===== src/rtl/mailbox_fifo.sv =====
// Register-mapped mailbox FIFO with sticky error flags and a level/error interrupt.
// Read responses pass through a pending stage, so a reset arriving a cycle later still cancels them.
module mailbox_fifo #(
  parameter int DEPTH = 16,
  parameter int WIDTH = 32
) (
  input  logic             clk,
  input  logic             reset,
  input  logic             reg_read,
  input  logic             reg_write,
  input  logic [1:0]       reg_address,
  input  logic [WIDTH-1:0] reg_data_in,
  output logic             reg_read_valid,
  output logic [WIDTH-1:0] reg_data_out,
  output logic             irq
);

  localparam int         PTR_W       = (DEPTH > 1) ? $clog2(DEPTH) : 1;
  localparam logic [4:0] DEPTH_C     = 5'(DEPTH);
  localparam logic [1:0] ADDR_DATA   = 2'd0;
  localparam logic [1:0] ADDR_CONFIG = 2'd1;
  localparam logic [1:0] ADDR_STATUS = 2'd2;
  localparam logic [1:0] ADDR_CTRL   = 2'd3;

  logic [WIDTH-1:0] mem_q [DEPTH];

  logic [PTR_W-1:0] head_q, head_d, tail_q, tail_d;
  logic [4:0]       count_q, count_d;
  logic             cfg_level_q, cfg_level_d, cfg_err_q, cfg_err_d;
  logic [4:0]       thr_q, thr_d;
  logic             ovf_q, ovf_d, unf_q, unf_d;
  logic             pend_q, pend_d;
  logic [WIDTH-1:0] pend_data_q, pend_data_d;
  logic             valid_q, valid_d;
  logic [WIDTH-1:0] data_q, data_d;
  logic             irq_q, irq_d;

  logic             push_s, empty_s, full_s;
  logic [WIDTH-1:0] rd_word_s;
  logic             unused_data_s;

  assign empty_s = (count_q == 5'd0);
  assign full_s  = (count_q == DEPTH_C);
  assign unused_data_s = ^reg_data_in;

  // Next-state logic: a read takes priority over a simultaneous write.
  always_comb begin
    head_d      = head_q;
    tail_d      = tail_q;
    count_d     = count_q;
    cfg_level_d = cfg_level_q;
    cfg_err_d   = cfg_err_q;
    thr_d       = thr_q;
    ovf_d       = ovf_q;
    unf_d       = unf_q;
    push_s      = 1'b0;
    rd_word_s   = '0;
    pend_d      = 1'b0;
    pend_data_d = '0;

    if (reset) begin
      push_s = 1'b0;
    end else if (reg_read) begin
      pend_d = 1'b1;
      case (reg_address)
        ADDR_DATA: begin
          if (!empty_s) begin
            rd_word_s = mem_q[head_q];
            head_d    = head_q + PTR_W'(1);
            count_d   = count_q - 5'd1;
          end else begin
            unf_d = 1'b1;
          end
        end
        ADDR_CONFIG: begin
          rd_word_s[0]   = cfg_level_q;
          rd_word_s[1]   = cfg_err_q;
          rd_word_s[8:4] = thr_q;
        end
        ADDR_STATUS: begin
          rd_word_s[4:0] = count_q;
          rd_word_s[8]   = empty_s;
          rd_word_s[9]   = full_s;
          rd_word_s[16]  = ovf_q;
          rd_word_s[17]  = unf_q;
        end
        default: begin
          rd_word_s = '0;
        end
      endcase
      pend_data_d = rd_word_s;
    end else if (reg_write) begin
      case (reg_address)
        ADDR_DATA: begin
          if (!full_s) begin
            push_s  = 1'b1;
            tail_d  = tail_q + PTR_W'(1);
            count_d = count_q + 5'd1;
          end else begin
            ovf_d = 1'b1;
          end
        end
        ADDR_CONFIG: begin
          cfg_level_d = reg_data_in[0];
          cfg_err_d   = reg_data_in[1];
          thr_d       = reg_data_in[8:4];
        end
        ADDR_STATUS: begin
          ovf_d = ovf_q & ~reg_data_in[16];
          unf_d = unf_q & ~reg_data_in[17];
        end
        ADDR_CTRL: begin
          if (reg_data_in[0]) begin
            head_d  = '0;
            tail_d  = '0;
            count_d = 5'd0;
          end else begin
            count_d = count_q;
          end
        end
        default: begin
          count_d = count_q;
        end
      endcase
    end else begin
      push_s = 1'b0;
    end

    valid_d = pend_q;
    data_d  = pend_q ? pend_data_q : '0;
    // Threshold above DEPTH can never be reached since count saturates at DEPTH.
    irq_d   = (cfg_level_q && (thr_q != 5'd0) && (count_q >= thr_q)) ||
              (cfg_err_q && (ovf_q || unf_q));
  end

  // Control and response state with synchronous reset.
  always_ff @(posedge clk) begin
    if (reset) begin
      head_q      <= '0;
      tail_q      <= '0;
      count_q     <= 5'd0;
      cfg_level_q <= 1'b0;
      cfg_err_q   <= 1'b0;
      thr_q       <= 5'd0;
      ovf_q       <= 1'b0;
      unf_q       <= 1'b0;
      pend_q      <= 1'b0;
      pend_data_q <= '0;
      valid_q     <= 1'b0;
      data_q      <= '0;
      irq_q       <= 1'b0;
    end else begin
      head_q      <= head_d;
      tail_q      <= tail_d;
      count_q     <= count_d;
      cfg_level_q <= cfg_level_d;
      cfg_err_q   <= cfg_err_d;
      thr_q       <= thr_d;
      ovf_q       <= ovf_d;
      unf_q       <= unf_d;
      pend_q      <= pend_d;
      pend_data_q <= pend_data_d;
      valid_q     <= valid_d;
      data_q      <= data_d;
      irq_q       <= irq_d;
    end
  end

  // Storage array; contents survive reset and are only read when count is nonzero.
  always_ff @(posedge clk) begin
    if (push_s) begin
      mem_q[tail_q] <= reg_data_in;
    end
  end

  assign reg_read_valid = valid_q;
  assign reg_data_out   = data_q;
  assign irq            = irq_q;

endmodule

===== config.mk =====
export PLATFORM = sky130hd
export DESIGN_NAME = mailbox_fifo
export DESIGN_NICKNAME = d
export VERILOG_FILES = /design/src/rtl/mailbox_fifo.sv
export SDC_FILE = /design/constraint.sdc
export NUM_CORES = 1
export LEC_CHECK = 0
export CORE_MARGIN = 4
export CORE_UTILIZATION = 40
export DETAILED_ROUTE_END_ITERATION = 12
export SETUP_SLACK_MARGIN = 0.15
export SYNTH_ARGS = -nofsm -noshare
export SYNTH_HDL_FRONTEND = slang
export SYNTH_SLANG_ARGS = --single-unit

===== constraint.sdc =====
create_clock -name clk -period 4.5 [get_ports clk]
set_input_delay 0.9 -clock clk [delete_from_list [all_inputs] [get_ports clk]]
set_output_delay 0.9 -clock clk [all_outputs]
set_load 0.005 [all_outputs]

==> results of run 1 <==
## cell type report
| type | count | area, µm² |
|---|---|---|
| well taps | 748 | 936 |
| repair buffers | 116 | 1390 |
| diodes | 1 | 2.50 |
| fillers | 4589 | 28700 |
| multi-input cells | 433 | 5220 |
| inverters | 14 | 53.8 |
| flip-flops and latches | 605 | 17200 |
| clock buffers | 89 | 1720 |
| clock inverters | 27 | 258 |
## cells by family (layout without fill, tap and decap cells)
logic type	after synthesis	in the layout
DFF	605	605
muxes	183	183
and+or+nand+nor	141	141
AOI/OAI and AO/OA	92	92
buffers and inverters	70	246
adders and majority gates	16	16
xor gates and xnor gates	1	1
other	0	1
## per-layer routing
layer  vias up  share of wire, %  routed length [µm]  track usage [%]
met1      5886                43               22800             24.9
met3        73               7.2                3860             3.91
met4         0               2.3                1220             4.91
met5         -                 0                   0                0
li1       4775                 -                   -                -
met2       419                48               25500             28.1
## cells in the mapped netlist, types with 4 or more instances
library cell / instances
a22oi_1: 9
nand3_1: 20
mux2i_1: 50
mux4_1: 4
inv_1: 13
nor2_1: 30
clkbuf_1: 22
nand2_1: 22
nand2b_1: 5
nor2b_1: 8
buf_1: 12
mux4_2: 128
o211ai_1: 6
o22ai_1: 21
ha_1: 16
o21ai_0: 4
buf_2: 20
a222oi_1: 4
o21ai_1: 6
a21oi_1: 22
edfxtp_1: 512
nor3_1: 7
dfxtp_1: 93
and2_1: 37
## state kept, by name, indices dropped and copies added, names as in the netlist, 4 cells and up, named ones only
signal	flops
head_q	4
count_q	5
reg_data_out	32
thr_q	5
mem_q	512
tail_q	4
pend_data_q	32
## power breakdown
group          switching [mW]  total, mW  leakage (nW)  internal [mW]
registers              0.0171       6.10          5.35           6.08
clock network            2.10       4.98         0.975           2.88
logic                   0.190      0.294          2.28          0.104
## worst max path at each step
stage | startpoint | endpoint | depth (start not counted)
after global routing | count_q[0]$_SDFFE_PP0P_ | mem_q[1][2]$_DFFE_PP_ | 9
after global placement | reg_address[0] | mem_q[1][4]$_DFFE_PP_ | 9
after CTS | count_q[0]$_SDFFE_PP0P_ | mem_q[1][13]$_DFFE_PP_ | 9
after detailed placement | reg_address[1] | mem_q[1][4]$_DFFE_PP_ | 9
final | count_q[0]$_SDFFE_PP0P_ | mem_q[1][30]$_DFFE_PP_ | 9
after floorplan | reg_address[0] | mem_q[12][0]$_DFFE_PP_ | 6
## through the flow
stage	cells	utilization, %	total power [mW]	cell area [µm²]
4_1_cts	2032	48.3	11.5	26800
2_1_floorplan	1108	-	6.34	22600
6_report	2033	48.3	11.4	26800
3_3_place_gp	1916	44.7	6.51	24800
3_5_place_dp	1916	44.7	6.52	24800
5_1_grt	2032	48.3	11.7	26800
## cell usage in the layout, fill, tap and decap left out, types with 14 or more instances in the layout
cell type / instances
nand3_1: 20
buf_4: 18
nor2_1: 18
ha_1: 16
clkdlybuf4s50_1: 71
mux4_2: 128
mux2i_1: 50
clkinv_2: 14
clkbuf_1: 20
buf_12: 27
a21oi_1: 22
o22ai_1: 21
dfxtp_1: 91
nand2_1: 22
and2_1: 37
clkbuf_16: 63
edfxtp_1: 512
## worst register-to-register path, delay by kind of cell, from the launching register on
family | cells | cell delay, ps
AND/OR/NAND/NOR | 4 | 950
buffers and inverters | 4 | 890
flip-flops | 1 | 500
adder cells (fa/ha/maj) | 1 | 280
==> impl_metrics.csv, run 1 <==
group,metric,value,unit
clock_tree,clock_sinks,605,
floorplanning,fp.dieH,246,µm
drt,dr.pass1.iters,5,
outcome,status,"finished, final reports clean",
clock_tree,clockBufferDepth,3,
drt,drt_iter0_drc,1146,
timing,min_period,2960,ps
clock_tree,cts_made_buffers,61,
floorplanning,core_region_area,55500,µm²
floorplanning,std_cell_rows,86,
timing,holdWs,424,ps
power_and_ir_drop,p_leak,8.61,nW
timing,hold_viol,0,
timing,maxSlewHeadroom,30.6,%
worst_setup_path,crit_top_cell,"buf_4",
worst_setup_path,cp_cell_sequence,"inv_1 > ha_1 > and4bb_2 > nor4b_1 > buf_4 > nand2_1 > buf_4 > nor3_4 > buf_4",
drt,wire_per_inst,26.3,µm
finish,drive_gt1_share,22.6,%
logic_synthesis,seq_area_frac_synth,76.2,%
worst_setup_path,cpPeakStageDelay,500,ps
timing,setup_viol,0,
logic_synthesis,synth-simple-area-share,3.29,%
worst_setup_path,worstReg2RegStart,"count_q[0]$_SDFFE_PP0P_",
timing,fmaxAchievable,338,MHz
drt,drtAntennaViolNets,0,
logic_synthesis,synth.avg_cell_area,20.4,µm²
run,maxCapViolCount,0,
floorplanning,initial_core_util,40.7,%
power_and_ir_drop,peakVddDrop,0.000340,V
placement,port-buffer-count,71,
worst_setup_path,cp_top_family,"simple AND/OR/NAND/NOR gates",
clock_tree,postCtsHoldBufs,0,
global_route,grt_use_total,17.7,%
floorplanning,dieArea,60400,µm²
worst_setup_path,reg2regPathDepth,9,
floorplanning,io_pins,72,
timing,fin_skew,17.1,ps
hold_path,min-delay-start,"pend_data_q[2]$_SDFF_PP0_",
logic_synthesis,syn_nets,1162,
finish,fin_nets,1285,
logic_synthesis,ys.flop_type,"edfxtp_1",
finish,synthToLayoutAreaGrowth,18.6,%
clock_tree,post_cts_buffers,0,
clock_tree,clk_latency,630,ps
placement,hpwl,33100,µm
worst_setup_path,start_kind,"register",
clock_tree,clk_pin_slew,60,ps
worst_setup_path,r2r_slack,1540,ps
logic_synthesis,synth_warnings,0,
floorplanning,die_w,246,µm
timing,setup_tns,0,ps
clock_tree,cts_resized,0,
logic_synthesis,synthTopCellsByArea,"edfxtp_1, mux4_2, dfxtp_1",
logic_synthesis,ys_ff_latch,605,
logic_synthesis,yosys.area.top_type,"edfxtp_1",
drt,via_per_inst,5.49,
timing,maxSlewViolCount,0,
timing,tightest_slew,1040,ps
timing,finalWorstSetupSlack,1540,ps
global_route,grt_max_degree,69,
worst_setup_path,cp_slowest_cell,"dfxtp_1",
global_route,overflow,0,
placement,pre_cts_slack,971,ps
hold_path,whs_path_depth,1,
worst_setup_path,criticalPathCategory,"reg -> reg",
worst_setup_path,cp-end-kind,"register",
worst_setup_path,worst-path-buf-inv,4,
logic_synthesis,synthMuxAreaShare,15.5,%
hold_path,hold-path-endpoint,"reg_data_out[2]$_SDFF_PP0_",
clock_tree,cts_max_level,2,
worst_setup_path,r2r_end,"mem_q[1][30]$_DFFE_PP_",
timing,rsz0062_at_grt,"false",
hold_path,min-delay-path-class,"reg -> reg",
global_route,antenna_found_initial,1,
clock_tree,cts_root_buf,"clkbuf_16",
logic_synthesis,syn-cell-area,22600,µm²
clock_tree,cts_tree,"done",
drt,routed_wl,53400,µm
timing,fin_crit_sh,65.8,%
drt,vias,11200,
logic_synthesis,yosysTopAreaCellShare,68.0,%
logic_synthesis,synth_cell_type_count,54,
logic_synthesis,syn_inst,1108,
power_and_ir_drop,p_per_area,424,nW/µm²
logic_synthesis,synth-edff-count,512,
worst_setup_path,path_max_fanout,18,
global_route,grt_pass1_vias,11400,
logic_synthesis,synthArstFlopShare,0,%
logic_synthesis,synth_compound_area_share,2.77,%
logic_synthesis,synth_top_family_by_area,"multiplexers",
drt,drc,0,
global_route,grt_first_pass_wirelength,77700,µm
logic_synthesis,synth_fa_ha_area_share,0.885,%
logic_synthesis,synth-xor-area-share,0.0387,%
worst_setup_path,cp.required,4790,ps
worst_setup_path,worstPathArrival,3250,ps
placement,gp_congestion,0.770,
(Power assumes the default switching activity.)
==> inputs of run 2 (changes only) <==
==> constraint.sdc (replaced) <==
create_clock -name clk -period 2.5 [get_ports clk]
set_input_delay 0.5 -clock clk [delete_from_list [all_inputs] [get_ports clk]]
set_output_delay 0.5 -clock clk [all_outputs]
set_load 0.005 [all_outputs]
==> run 2 against run 1 <==
Fmax is 29% higher; clock-buffer cell count decreased by 10; sequential cell count stayed put; non-clock buffer count up 71; sequential share of layout area decreased by 1.8 points; sequential power rose by 80%; global-route usage is 0.38 points lower; utilization rose by 1.4 points; final cell count is 3.4% higher; wire length fell by 3.1%; clock skew up 9.1 ps; register-to-register slack got worse by 1300 ps; highest routed layer unchanged.
==> impl_metrics.csv, run 2 (synthesis gave the netlist of run 1 again) <==
group,metric,value,unit
placement,gp_congestion,0.783,
floorplanning,fp.dieH,246,µm
power_and_ir_drop,power,20.7,mW
global_route,grt_pass1_vias,11900,
drt,drc,0,
placement,hpwl,31400,µm
clock_tree,clk_latency,640,ps
drt,via_per_inst,5.38,
power_and_ir_drop,p_leak,9.06,nW
timing,tightest_slew,827,ps
finish,fin_cells,2103,
finish,final_cell_mix,"edfxtp_1, mux4_2, dfxtp_1, buf_4, clkdlybuf4s50_1",
power_and_ir_drop,peakVddDrop,0.000585,V
finish,fillerInstances,4613,
timing,min_period,2300,ps
worst_setup_path,worstPathArrival,2630,ps
floorplanning,dieArea,60400,µm²
finish,synthToLayoutAreaGrowth,22.0,%
global_route,grt_first_pass_wirelength,77800,µm
floorplanning,initial_core_util,40.7,%
worst_setup_path,criticalPathCategory,"reg -> reg",
worst_setup_path,path_max_fanout,9,
clock_tree,postCtsHoldBufs,0,
timing,setup_tns,0,ps
floorplanning,std_cell_rows,86,
power_and_ir_drop,p_per_area,750,nW/µm²
worst_setup_path,start_kind,"register",
clock_tree,cts_made_buffers,61,
drt,drtAntennaViolNets,0,
floorplanning,die_w,246,µm
timing,setup_viol,0,
clock_tree,cts_max_level,2,
hold_path,min-delay-path-class,"reg -> reg",
placement,dp_cells,1974,
finish,drive_gt1_share,27.5,%
worst_setup_path,cp-end-kind,"register",
clock_tree,clock_sinks,605,
timing,fin_skew,26.2,ps
outcome,status,"finished, final reports clean",
finish,fin_nets,1356,
timing,holdWs,425,ps
power_and_ir_drop,p_switching,4.20,mW
drt,vias,11300,
finish,final_common_cell,"edfxtp_1",
global_route,grt_max_degree,54,
floorplanning,io_pins,72,
timing,maxSlewHeadroom,44.9,%
finish,largest_register,"mem_q",
clock_tree,clockBufferDepth,3,
drt,drt_iter0_drc,872,
timing,fin_crit_sh,92.0,%
clock_tree,cts_root_buf,"clkbuf_16",
placement,port-buffer-count,71,
drt,wire_per_inst,24.6,µm
clock_tree,cts_tree,"done",
global_route,grt_use_total,17.3,%
drt,dr.pass1.iters,5,
finish,diodes,0,
timing,hold_viol,0,
timing,maxSlewViolCount,0,
power_and_ir_drop,power.internal,16.5,mW
clock_tree,clk_pin_slew,60,ps
power_and_ir_drop,power_frac_seq,52.9,%
timing,fmaxAchievable,435,MHz
worst_setup_path,cp.required,2830,ps
timing,rsz0062_at_grt,"true",
drt,routed_wl,51700,µm
global_route,antenna_found_initial,1,
power_and_ir_drop,clock_power_share,44.3,%
power_and_ir_drop,combPwrFrac,2.7,%
global_route,overflow,0,
finish,largest_reg_flops,512,
power_and_ir_drop,switching_share,20.3,%
floorplanning,core_region_area,55500,µm²
run,maxCapViolCount,0,
## run 2: power groups by stage
stage	Sequential, mW	Clock (mW)	Combinational, mW
6_report	11.0	9.18	0.568
3_3_place_gp	11.2	0	0.558
2_1_floorplan	11.2	0	0.240
4_1_cts	11.0	9.43	0.572
5_1_grt	11.0	9.88	0.619
3_5_place_dp	11.2	0	0.570
## run 2: what timing repair did
| item | in CTS | in global routing |
|---|---|---|
| endpoints found under the hold margin | 0 | 0 |
| gates resized for setup | 5 | 7 |
| gates cloned | 1 | 3 |
| pin swaps | 3 | 1 |
| setup endpoints to repair | 42 | 282 |
| setup buffers | 2 | 7 |
## run 2: worst max-delay path: stages (launching register included)
cell and delay [ps]:
dfxtp_4 350, inv_4 40, ha_4 160, and4bb_2 260
nor4b_4 310, buf_12 170, nand2_4 40, buf_6 140
buf_12 120, nor2_4 80, buf_6 160, buf_12 160
## run 2: per-layer routing
metal | vias to the layer above | GRT usage [%] | part of all wire, % | wire [µm]
met3 | 92 | 2.67 | 5.2 | 2690
li1 | 4924 | - | - | -
met1 | 5967 | 23.2 | 42 | 21600
met2 | 328 | 29.0 | 50 | 25800
met5 | - | 0 | 0 | 0
met4 | 0 | 6.04 | 3.1 | 1590
## run 2: cell type report
type	count	area [µm²]	share of cell area, %
Clock buffer	79	1620	5.88
Clock inverter	37	413	1.50
Inverter	14	56.3	0.204
Multi-Input combinational cell	433	5270	19.1
Sequential cell	605	17200	62.5
Tap cell	748	936	3.39
Timing Repair Buffer	187	2060	7.45
## run 2: path summary, 6_finish.rpt
check                                          startpoint                          to  slack [ps]  depth (start not counted)
worst max-delay path              count_q[0]$_SDFFE_PP0P_     mem_q[15][23]$_DFFE_PP_         200                         11
worst min-delay path            pend_data_q[6]$_SDFF_PP0_  reg_data_out[6]$_SDFF_PP0_         420                          1
worst max register to register    count_q[0]$_SDFFE_PP0P_     mem_q[15][23]$_DFFE_PP_         200                         11
worst min register to register  pend_data_q[6]$_SDFF_PP0_  reg_data_out[6]$_SDFF_PP0_         420                          1
## run 2: through the flow
| stage | cell area, µm² | utilization [%] | worst slack (ps) |
|---|---|---|---|
| detailed placement | 25300 | 45.6 | -302 |
| global route | 27600 | 49.7 | 106 |
| floorplan | 22800 | - | -185 |
| CTS | 27400 | 49.4 | 126 |
| global placement | 25300 | 45.6 | -285 |
| finish | 27600 | 49.7 | 201 |
==> inputs of run 3 (changes only) <==
--- a/config.mk
+++ b/config.mk
@@ -5,8 +5,8 @@
 export SDC_FILE = /design/constraint.sdc
 export NUM_CORES = 1
 export LEC_CHECK = 0
-export CORE_MARGIN = 4
 export CORE_UTILIZATION = 40
+export CTS_CLUSTER_DIAMETER = 80
 export DETAILED_ROUTE_END_ITERATION = 12
 export SETUP_SLACK_MARGIN = 0.15
 export SYNTH_ARGS = -nofsm -noshare
==> run 3 against run 2 <==
Power decreased by 2.4%; die area decreased by 4.8%; clock skew decreased by 11 ps; sequential share of layout area increased by 0.81 points; first-iteration DRC count increased by 16%; critical path depth decreased by 6.
==> impl_metrics.csv, run 3 (synthesis gave the netlist of run 1 again) <==
group,metric,value,unit
outcome,status,"finished, final reports clean",
drt,drtAntennaViolNets,0,
worst_setup_path,worstPathArrival,2760,ps
drt,vias,11100,
worst_setup_path,worst-path-buf-inv,1,
placement,dp_cells,1979,
finish,synthToLayoutAreaGrowth,20.5,%
worst_setup_path,cp_cell_sequence,"buf_12 > mux4_1 > mux4_2 > a222oi_1 > nor2_1",
floorplanning,std_cell_rows,86,
finish,fillerInstances,4558,
worst_setup_path,criticalPathCategory,"reg -> reg",
worst_setup_path,r2r_slack,230,ps
run,maxCapViolCount,0,
finish,drive_gt1_share,26.6,%
finish,diodes,0,
clock_tree,cts_resized,0,
timing,fin_crit_sh,90.9,%
worst_setup_path,start_kind,"register",
placement,port-buffer-count,71,
worst_setup_path,cpPeakStageDelay,610,ps
finish,largest_register,"mem_q",
power_and_ir_drop,p_per_area,742,nW/µm²
worst_setup_path,cp_top_family,"multiplexers",
drt,dr.pass1.iters,4,
floorplanning,die_w,240,µm
timing,hold_viol,0,
floorplanning,core_region_area,55500,µm²
timing,fmaxAchievable,440,MHz
timing,fin_skew,14.8,ps
worst_setup_path,cp_slowest_cell,"mux4_1",
finish,final_cell_mix,"edfxtp_1, mux4_2, dfxtp_1, buf_4, clkdlybuf4s50_1",
worst_setup_path,r2r_end,"pend_data_q[4]$_SDFF_PP0_",
placement,hpwl,32500,µm
timing,setup_tns,0,ps
global_route,overflow,0,
clock_tree,clk_pin_slew,60,ps
global_route,antenna_found_initial,0,
timing,rsz0062_at_grt,"false",
global_route,grt_first_pass_wirelength,76300,µm
clock_tree,cts_made_buffers,61,
placement,gp_congestion,0.806,
drt,wire_per_inst,24.5,µm
clock_tree,clock_sinks,605,
worst_setup_path,endpoint,"pend_data_q[4]$_SDFF_PP0_",
floorplanning,dieArea,57500,µm²
timing,min_period,2270,ps
worst_setup_path,path_depth,5,
drt,drt_iter0_drc,1013,
global_route,grt_pass1_vias,11700,
clock_tree,cts_max_level,2,
timing,maxSlewViolCount,0,
clock_tree,clk_latency,620,ps
drt,routed_wl,51200,µm
timing,maxSlewHeadroom,50.3,%
finish,final_common_cell,"edfxtp_1",
timing,tightest_slew,744,ps
hold_path,min-delay-path-class,"reg -> reg",
drt,via_per_inst,5.32,
finish,largest_reg_flops,512,
global_route,grt_use_total,18.3,%
clock_tree,cts_root_buf,"clkbuf_16",
power_and_ir_drop,p_leak,8.91,nW
floorplanning,io_pins,72,
clock_tree,cts_tree,"done",
worst_setup_path,reg2regPathDepth,5,
finish,fin_cells,2094,
worst_setup_path,cp-end-kind,"register",
worst_setup_path,path_max_fanout,20,
finish,fin_nets,1348,
drt,drc,0,
global_route,grt_max_degree,37,
floorplanning,initial_core_util,40.7,%
power_and_ir_drop,peakVddDrop,0.000519,V
floorplanning,fp.dieH,240,µm
worst_setup_path,cp.required,2990,ps
clock_tree,clockBufferDepth,3,
timing,setup_viol,0,
-- run 3: cell types whose count changed in the layout (fill, tap and decap cells not counted), moves of 2 or more --
cell | previous run | this run
clkinv_2 | 16 | 13
inv_6 | 0 | 3
clkbuf_1 | 15 | 17
buf_4 | 73 | 82
clkinvlp_4 | 3 | 0
clkbuf_16 | 64 | 62
buf_12 | 31 | 26
buf_6 | 9 | 0
clkinv_1 | 8 | 12
bufinv_16 | 7 | 2
-- run 3: per-stage QoR --
step           worst slack (ps)  area, µm²  hold slack, ps  total power, mW  util (%)
2_1_floorplan              -185      22800             406             11.4         -
3_3_place_gp               -139      25300             408             11.7      45.6
3_5_place_dp               -125      25300             410             11.8      45.6
4_1_cts                     208      27200             422             20.4      49.1
5_1_grt                     151      27200             434             20.8      49.1
6_report                    228      27200             418             20.2      49.1
-- run 3: power breakdown --
part | internal, mW | switching, mW
Combinational | 0.226 | 0.344
Sequential | 10.9 | 0.0148
Clock | 4.87 | 3.80
Total | 16.0 | 4.16
-- run 3: area by class of cell --
cell class	instances	area [µm²]	area share [%]
tap	748	936	3.43
multi-input combinational	433	5260	19.3
sequential	605	17200	63.3
inverter	14	53.8	0.197
clock inverter	33	244	0.895
timing repair buffer	179	1850	6.78
clock buffer	82	1660	6.08
-- run 3: timing repair --
item / 4_1_cts / 5_1_grt
hold buffers: 0 / 0
setup buffers: 0 / 0
endpoints found under the setup margin: 0 / 1
-- run 3: how the worst min path moves through the flow --
stage | slack, ps | to | from | cells past startpoint
finish | 420 | reg_data_out[31]$_SDFF_PP0_ | pend_data_q[31]$_SDFF_PP0_ | 1
global route | 430 | reg_data_out[17]$_SDFF_PP0_ | pend_data_q[17]$_SDFF_PP0_ | 1
CTS | 420 | reg_data_out[31]$_SDFF_PP0_ | pend_data_q[31]$_SDFF_PP0_ | 1
detailed placement | 410 | reg_data_out[16]$_SDFF_PP0_ | pend_data_q[16]$_SDFF_PP0_ | 1
global placement | 410 | reg_data_out[16]$_SDFF_PP0_ | pend_data_q[16]$_SDFF_PP0_ | 1
floorplan | 410 | reg_data_out[0]$_SDFF_PP0_ | pend_data_q[0]$_SDFF_PP0_ | 1
-- run 3: layer usage --
layer | wire length, µm | GRT usage (%) | share of wire (%)
met1 | 22200 | 24.8 | 43
met2 | 25800 | 30.9 | 50
met3 | 2370 | 2.84 | 4.6
met4 | 941 | 4.97 | 1.8
met5 | 0 | 0 | 0
-- run 3: worst reg2reg max path, delay by kind of cell, from the launching register on --
family	cells	cell delay, ps
simple gates	1	110
mux	2	1190
buf+inv	1	190
flops	1	350
compound gates	1	310
